### config.mk
export PLATFORM = sky130hd
export DESIGN_NAME = pll_reset_sequencer
export DESIGN_NICKNAME = d
export VERILOG_FILES = /design/src/rtl/pll_rst_pkg.sv /design/src/rtl/sync_2ff.sv /design/src/rtl/pll_reset_sequencer.sv
export SDC_FILE = /design/constraint.sdc
export NUM_CORES = 1
export LEC_CHECK = 0
export CAP_MARGIN = 20
export CORE_MARGIN = 2
export CORE_UTILIZATION = 30
export DETAILED_ROUTE_END_ITERATION = 12
export PLACE_DENSITY = 0.56
export SYNTH_ARGS = -nofsm -noshare
export SYNTH_HDL_FRONTEND = slang
export SYNTH_HIERARCHICAL = 1
export SYNTH_SLANG_ARGS = --single-unit
### constraint.sdc
create_clock -name clk -period 4.4 [get_ports clk]
set_input_delay 1.32 -clock clk [delete_from_list [all_inputs] [get_ports clk]]
set_output_delay 1.32 -clock clk [all_outputs]
set_load 0.02 [all_outputs]
### src/rtl/pll_rst_pkg.sv
// Shared types and defaults for the PLL reset sequencer.
// Optional loss counter is enabled with the PLL_LOSS_COUNT_EN macro in the top.
package pll_rst_pkg;

    typedef enum logic [1:0] {
        WAIT_LOCK = 2'd0,
        STABLE    = 2'd1,
        STAGE     = 2'd2,
        RUN       = 2'd3
    } pll_rst_state_t;

    localparam int PLL_LOCK_CYCLES_DEF = 1024;
    localparam int PLL_STAGE_GAP_DEF   = 16;

    function automatic int max_int(input int a, input int b);
        return (a > b) ? a : b;
    endfunction

endpackage

### src/rtl/sync_2ff.sv
// 1-bit two-flop synchronizer with async active-low clear.
// Latency: 2 clk edges; no backpressure.
// Output is 0 while rst_n is low.
module sync_2ff (
    input  logic clk,
    input  logic rst_n,
    input  logic d,
    output logic q
);

    logic meta;

    always_ff @(posedge clk or negedge rst_n) begin
        if (!rst_n) begin
            meta <= 1'b0;
            q    <= 1'b0;
        end else begin
            meta <= d;
            q    <= meta;
        end
    end

endmodule

### src/rtl/pll_reset_sequencer.sv
// Staged core/peripheral reset release after PLL lock; loss of lock re-asserts both resets.
// Latency: core release LOCK_CYCLES+2 edges after lock, periph STAGE_GAP later; loss at 3rd edge.
// No backpressure. Optional saturating loss counter with PLL_LOSS_COUNT_EN.
module pll_reset_sequencer
    import pll_rst_pkg::*;
#(
    parameter int LOCK_CYCLES = PLL_LOCK_CYCLES_DEF,
    parameter int STAGE_GAP   = PLL_STAGE_GAP_DEF,
    parameter int LOSS_W      = 8
) (
    input  logic              clk,
    input  logic              rst_n,
    input  logic              locked,
    input  logic              clr_lost,
    output logic              core_rst_n,
    output logic              periph_rst_n,
    output logic              ready,
    output logic              lock_lost
`ifdef PLL_LOSS_COUNT_EN
    ,
    output logic [LOSS_W-1:0] loss_count
`endif
);

    localparam int CNT_W = $clog2(max_int(LOCK_CYCLES, STAGE_GAP)) + 1;

    // Entering STABLE already accounts for one locked cycle, hence the -2.
    localparam logic [CNT_W-1:0] LOCK_LAST  = CNT_W'(LOCK_CYCLES - 2);
    localparam logic [CNT_W-1:0] STAGE_LAST = CNT_W'(STAGE_GAP - 1);

    pll_rst_state_t   state;
    logic [CNT_W-1:0] cnt;
    logic             locked_s;
    logic             loss_evt;

    sync_2ff u_lock_sync (
        .clk   (clk),
        .rst_n (rst_n),
        .d     (locked),
        .q     (locked_s)
    );

    assign loss_evt = !locked_s && ((state == STAGE) || (state == RUN));

    always_ff @(posedge clk or negedge rst_n) begin
        if (!rst_n) begin
            state        <= WAIT_LOCK;
            cnt          <= '0;
            core_rst_n   <= 1'b0;
            periph_rst_n <= 1'b0;
            ready        <= 1'b0;
            lock_lost    <= 1'b0;
        end else begin
            // Set is written after clear so a coincident loss event wins.
            if (clr_lost) begin
                lock_lost <= 1'b0;
            end
            if (loss_evt) begin
                lock_lost <= 1'b1;
            end

            case (state)
                WAIT_LOCK: begin
                    cnt <= '0;
                    if (locked_s) begin
                        state <= STABLE;
                    end
                end
                STABLE: begin
                    if (!locked_s) begin
                        state <= WAIT_LOCK;
                        cnt   <= '0;
                    end else if (cnt == LOCK_LAST) begin
                        state      <= STAGE;
                        cnt        <= '0;
                        core_rst_n <= 1'b1;
                    end else begin
                        cnt <= cnt + 1'b1;
                    end
                end
                STAGE, RUN: begin
                    if (loss_evt) begin
                        state        <= WAIT_LOCK;
                        cnt          <= '0;
                        core_rst_n   <= 1'b0;
                        periph_rst_n <= 1'b0;
                        ready        <= 1'b0;
                    end else if (state == STAGE) begin
                        if (cnt == STAGE_LAST) begin
                            state        <= RUN;
                            cnt          <= '0;
                            periph_rst_n <= 1'b1;
                            ready        <= 1'b1;
                        end else begin
                            cnt <= cnt + 1'b1;
                        end
                    end
                end
                default: begin
                    state <= WAIT_LOCK;
                    cnt   <= '0;
                end
            endcase
        end
    end

`ifdef PLL_LOSS_COUNT_EN
    always_ff @(posedge clk or negedge rst_n) begin
        if (!rst_n) begin
            loss_count <= '0;
        end else if (loss_evt && (loss_count != {LOSS_W{1'b1}})) begin
            loss_count <= loss_count + 1'b1;
        end
    end
`endif

endmodule
==> results.yml, run 1 <==
floorplan:
  coreArea_um2: 3337
  initial_core_util_pct: 31.27
  io_pins: 8
  num_rows: 21
  fp.dieW_um: 62.98
  fp.dieH_um: 62.98
  die_area_um2: 3966
sta:
  final.setup.worst_slack_ps: 1769
  fin_tns_setup_ps: 0
  finalCritPeriodShare_pct: 59.80
  slew_headroom_pct: 47.42
  fin_skew_ps: 4.938
  fin_crit_ps: 2631
  setup_viol: 0
  worstMarginPinSlew_ps: 786.3
  rsz0062_at_grt: "no"
  hold_viol: 0
  max_freq_mhz: 380.0
  final_max_slew_viol_count: 0
yosys:
  synthTopCellsByCount: "18 x dfrtp_1, 17 x nand2_1, 7 x o21ai_0"
  yosys.area.top_type: "dfrtp_1"
  synth_edf_count: 0
  yosysSeqAreaShare_pct: 43.17
  synth_area_leaders: "dfrtp_1 43%, nand2_1 6.1%, o21ai_0 3.4%, nand3_1 2.9%, o31ai_1 2.9%"
  synth_top_area_share_pct: 43.17
  netlist_area_um2: 1044
  synth_ff_type: "dfrtp_1"
  yosysWarnings: 6
  synth_nets: 119
  ys_seq_elements: 18
  synth_cell_types: 40
  synth_cells: 113
  synth_most_common_cell: "dfrtp_1"
  async_reset_ff_share_pct: 100.0
  postSynthAreaPerCell_um2: 9.235
run:
  maxCapViolCount: 0
cells_and_area:
  fillers: 346
  nets: 125
  drive_gt1_share_pct: 9.322
  n_antenna_cell: 0
  syn_to_final_growth_pct: 12.95
clock_tree:
  ctsResizeCount: 0
  cts.path.max_buffers: 2
  h-tree-depth: 1
  numCtsBuffers: 3
  hold_buffers: 0
  clock_sinks: 18
  clock_latency_ps: 300
  cts_root_buffer: "clkbuf_4"
  cts_tree: "yes"
  clk_pin_slew_ps: 100
  post_cts.repair.setup_buffers: 0
grt:
  grtUsageTotal_pct: 12.44
  antenna_found_initial: 0
  grt_max_degree: 19
  grt.overflow.total: 0
  grt_pass1_vias: 845
  grt_pass1_wl_mm: 3.891
critical_path:
  startpoint: "ready"
  path_buf_inv: 1
  slowest_stage: "clkdlybuf4s50_1"
  reg2reg_depth: 5
  r2r_setup_slack_ps: 2630
  startpoint_type: "register"
  critPathTopFamily: "buffers and inverters"
  path_cells: "clkdlybuf4s50_1"
  cp_max_fo: 3
  crit_type: "reg2out"
  r2r-start: "cnt[0]"
  endpoint_kind: "primary output"
  r2r-end: "cnt[4]"
  cp.required_ps: 3080
  cp_slowest_stage_delay_ps: 620
  cp.arrival_ps: 1310
power_and_ir_drop:
  power_leakage_nw: 0.4610
  power.density_nw_per_um2: 269.2
  p_sw_share_pct: 25.10
  ir_drop_v: 0.0001573
  seq_power_share_pct: 57.5
  p_int_mw: 0.2377
  comb_power_share_pct: 9.9
  p_sw_mw: 0.07965
  clkPwrFrac_pct: 32.6
place:
  dp_slack_ps: 1999
  port_buffers: 7
  dpl.hpwl_mm: 1.558
  gp_congestion: 0.7977
route:
  drt_iter0_drc: 32
  wl_per_cell_um: 12.70
  ant_nets: 0
  vias: 877
  wirelength_mm: 2.082
  drt_pass1_iterations: 4
  vias_per_cell: 5.348
  drc_errors: 0
min_path:
  hold_depth: 0
  hold_path.startpoint: "u_lock_sync/meta"
  whs_endpoint: "u_lock_sync/q"
  min_path_type: "reg2reg"
status:
  status: "complete, no violations"
[cells in the final DEF (no fill, tap or decap), types with 2 or more instances in the layout]
cell type        instances
dfrtp_1                 18
nand2_1                 17
o21ai_0                  7
clkdlybuf4s50_1          7
nand3_1                  6
inv_1                    5
nor2_1                   5
a21oi_1                  5
nor3_1                   4
o31ai_1                  4
o221ai_1                 3
clkbuf_4                 3
and3_1                   2
a31oi_1                  2
nor2_4                   2
o211ai_1                 2
or3_1                    2
ha_1                     2
[routing by layer]
metal,up-vias,GRT usage (%),wire length (um)
met5,-,0,0
met4,0,7.778,57
met3,5,1.802,43
met2,9,20.08,1008
met1,430,15.52,973
li1,433,-,-
[final cells by class]
class                      instances  area, um^2  area share (%)
multi-input combinational         84       545.5           46.28
sequential                        18       450.4           38.22
timing repair buffer               7       70.07           5.945
tap                               46       57.56           4.883
clock buffer                       4       36.28           3.079
inverter                           5       18.77           1.592
[stage by stage]
step	hold slack, ps	instances	util [%]	instance area (um^2)	total power, mW
2_1_floorplan	331.2	113	-	1044	0.2061
3_3_place_gp	331.9	160	34.23	1142	0.2177
3_5_place_dp	334.7	160	34.23	1142	0.2184
4_1_cts	358.0	164	35.32	1179	0.3232
5_1_grt	366.3	164	35.32	1179	0.3372
6_report	357.6	164	35.32	1179	0.3173
[kinds of logic (layout without fill, tap and decap cells)]
logic type      Yosys count  in the layout  share of synthesized area [%]
buf+inv                  11             16                          4.557
simple gates             48             48                          25.90
compound gates           33             33                          23.02
flops                    18             18                          43.17
fa+ha+maj                 2              2                          2.398
mux                       1              1                         0.9593
[power by group through the flow]
stage	Clock, mW	Sequential [mW]	Combinational, mW
after CTS	0.108	0.183	0.0325
after global placement	0	0.186	0.0318
after floorplan	0	0.182	0.0237
after detailed placement	0	0.186	0.0323
after global routing	0.115	0.185	0.0374
final	0.103	0.183	0.0313
[flip-flops by register name, indices dropped and copies added, names as in the netlist]
name and flops:
cnt 11, state 2, core_rst_n 1, lock_lost 1, ready 1, u_lock_sync/meta 1, u_lock_sync/q 1
[worst max path at each step]
stage                     depth (start not counted)     end  slack (ps)
after CTS                                         1   ready        1760
after global routing                              1   ready        1710
after global placement                            1  cnt[4]        2050
after detailed placement                          1  cnt[6]        2000
after floorplan                                   1   ready        2450
final                                             1   ready        1770
(Power assumes the default switching activity.)
==> run 2, diff against run 1 <==
Clock period 4.4 ns to 2.7 ns, I/O delays scaled along.
==> run 2 against run 1 <==
Against the previous run:
- clock skew fell by 1.6 ps
- setup slack got worse by 1200 ps
- combinational power rose by 73%
- core utilization rose by 0.22 points
- critical endpoint is now periph_rst_n
- global-route usage fell by 0.10 points
- register-to-register slack got worse by 1700 ps
==> results.yml, run 2 (synthesis results as in run 1) <==
run:
  maxCapViolCount: 0
critical_path:
  crit_type: "reg2out"
  r2r-start: "cnt[1]"
  critPathTopFamily: "buffers and inverters"
  r2r_setup_slack_ps: 930
  cp.arrival_ps: 1310
  path_buf_inv: 1
  cp_slowest_stage_delay_ps: 620
  cp.required_ps: 1890
  slowest_stage: "clkdlybuf4s50_1"
  startpoint_type: "register"
  cp_max_fo: 3
  r2r-end: "cnt[5]"
  path_cells: "clkdlybuf4s50_1"
  endpoint_kind: "primary output"
  path_depth: 1
  reg2reg_depth: 5
sta:
  rsz0062_at_grt: "no"
  fin_tns_setup_ps: 0
  worstMarginPinSlew_ps: 464.5
  whs_ps: 356.5
  fin_crit_ps: 2124
  setup_viol: 0
  slew_headroom_pct: 68.89
  finalCritPeriodShare_pct: 78.68
  hold_viol: 0
  max_freq_mhz: 470.7
  final_max_slew_viol_count: 0
  fin_skew_ps: 3.332
cells_and_area:
  reg_top3: "cnt x11, state x2"
  regMostFlops: "cnt"
  n_antenna_cell: 0
  final_cells: 165
  drive_gt1_share_pct: 10.08
  largest_reg_flops: 11
  final_util_pct: 35.55
  nets: 126
  syn_to_final_growth_pct: 13.67
  layout_common_cells: "18 x dfrtp_1, 17 x nand2_1, 7 x o21ai_0, 7 x clkdlybuf4s50_1, 6 x nand3_1"
  final_common_cell: "dfrtp_1"
clock_tree:
  post_cts.repair.setup_buffers: 0
  clock_sinks: 18
  hold_buffers: 0
  cts_root_buffer: "clkbuf_4"
  ctsResizeCount: 0
  cts.path.max_buffers: 2
  clk_pin_slew_ps: 100
  cts_tree: "yes"
  numCtsBuffers: 3
  clock_latency_ps: 300
  h-tree-depth: 1
min_path:
  hold_path.startpoint: "u_lock_sync/meta"
  min_path_type: "reg2reg"
  hold_depth: 0
  whs_endpoint: "u_lock_sync/q"
route:
  ant_nets: 0
  vias_per_cell: 5.406
  wl_per_cell_um: 13.60
  drc_errors: 0
  drt_iter0_drc: 34
  vias: 892
  wirelength_mm: 2.244
  drt_pass1_iterations: 4
grt:
  grt_pass1_vias: 801
  grt_pass1_wl_mm: 3.891
  antenna_found_initial: 0
  met1_usage_pct: 17.61
  grtUsageTotal_pct: 12.34
  grt.overflow.total: 0
  grtUsageMet3_pct: 2.342
  grt_max_degree: 12
  grt_use_met2_pct: 17.82
  grt.busiest_layer: "met2"
place:
  port_buffers: 7
  gp_congestion: 0.8387
  dpl.hpwl_mm: 1.670
  dpl.cell_count: 161
power_and_ir_drop:
  comb_power_share_pct: 10.4
  power.density_nw_per_um2: 438.8
  ir_drop_v: 0.0002768
  clkPwrFrac_pct: 32.4
  p_sw_mw: 0.1326
  seq_power_share_pct: 57.1
  power_leakage_nw: 0.4658
  power.total_mw: 0.5205
  p_int_mw: 0.3879
  p_sw_share_pct: 25.47
floorplan:
  io_pins: 8
  fp.dieH_um: 62.98
  die_area_um2: 3966
  fp.dieW_um: 62.98
  coreArea_um2: 3337
  num_rows: 21
  initial_core_util_pct: 31.27
status:
  status: "complete, no violations"
==> run 2: changes by cell type in the layout (fill, tap and decap cells not counted) <==
cell / delta
buf_4: +1
==> run 2: worst reg2reg max path: cells and delay by family, from the launching register on <==
kind / cells / cell delay, ps
flops: 1 / 440
simple gates: 1 / 250
compound gates: 3 / 740
fa+ha+maj: 1 / 250
==> run 2: cell type report <==
type                       count  area [um^2]
inverter                       5        18.77
clock buffer                   4        36.28
fill                         347         2151
multi-input combinational     84        545.5
sequential                    18        450.4
timing repair buffer           8        77.57
tap                           46        57.56
==> run 2: power by group through the flow <==
stage	clock network [mW]	registers, mW	logic, mW
6_report	0.169	0.297	0.0543
5_1_grt	0.189	0.301	0.0616
4_1_cts	0.177	0.297	0.0554
3_5_place_dp	0	0.303	0.0548
3_3_place_gp	0	0.301	0.0538
2_1_floorplan	0	0.297	0.0387
==> run 2: worst max path at each step <==
stage / startpoint / to
floorplan: cnt[0] / cnt[4]
global placement: ready / periph_rst_n
detailed placement: ready / periph_rst_n
CTS: ready / periph_rst_n
global route: ready / periph_rst_n
finish: ready / periph_rst_n
==> run 2: layer usage <==
layer / up-vias / part of all wire [%]
met5: - / 0
met2: 24 / 46
met4: 0 / 1.7
li1: 431 / -
met3: 5 / 4.2
met1: 432 / 48
==> run 2: per-stage QoR <==
stage / setup slack, ps / cell area (um^2)
after global placement: 899.9 / 1150
final: 575.7 / 1186
after detailed placement: 900.8 / 1150
after CTS: 557.8 / 1186
after floorplan: 1145 / 1044
after global routing: 523.6 / 1186
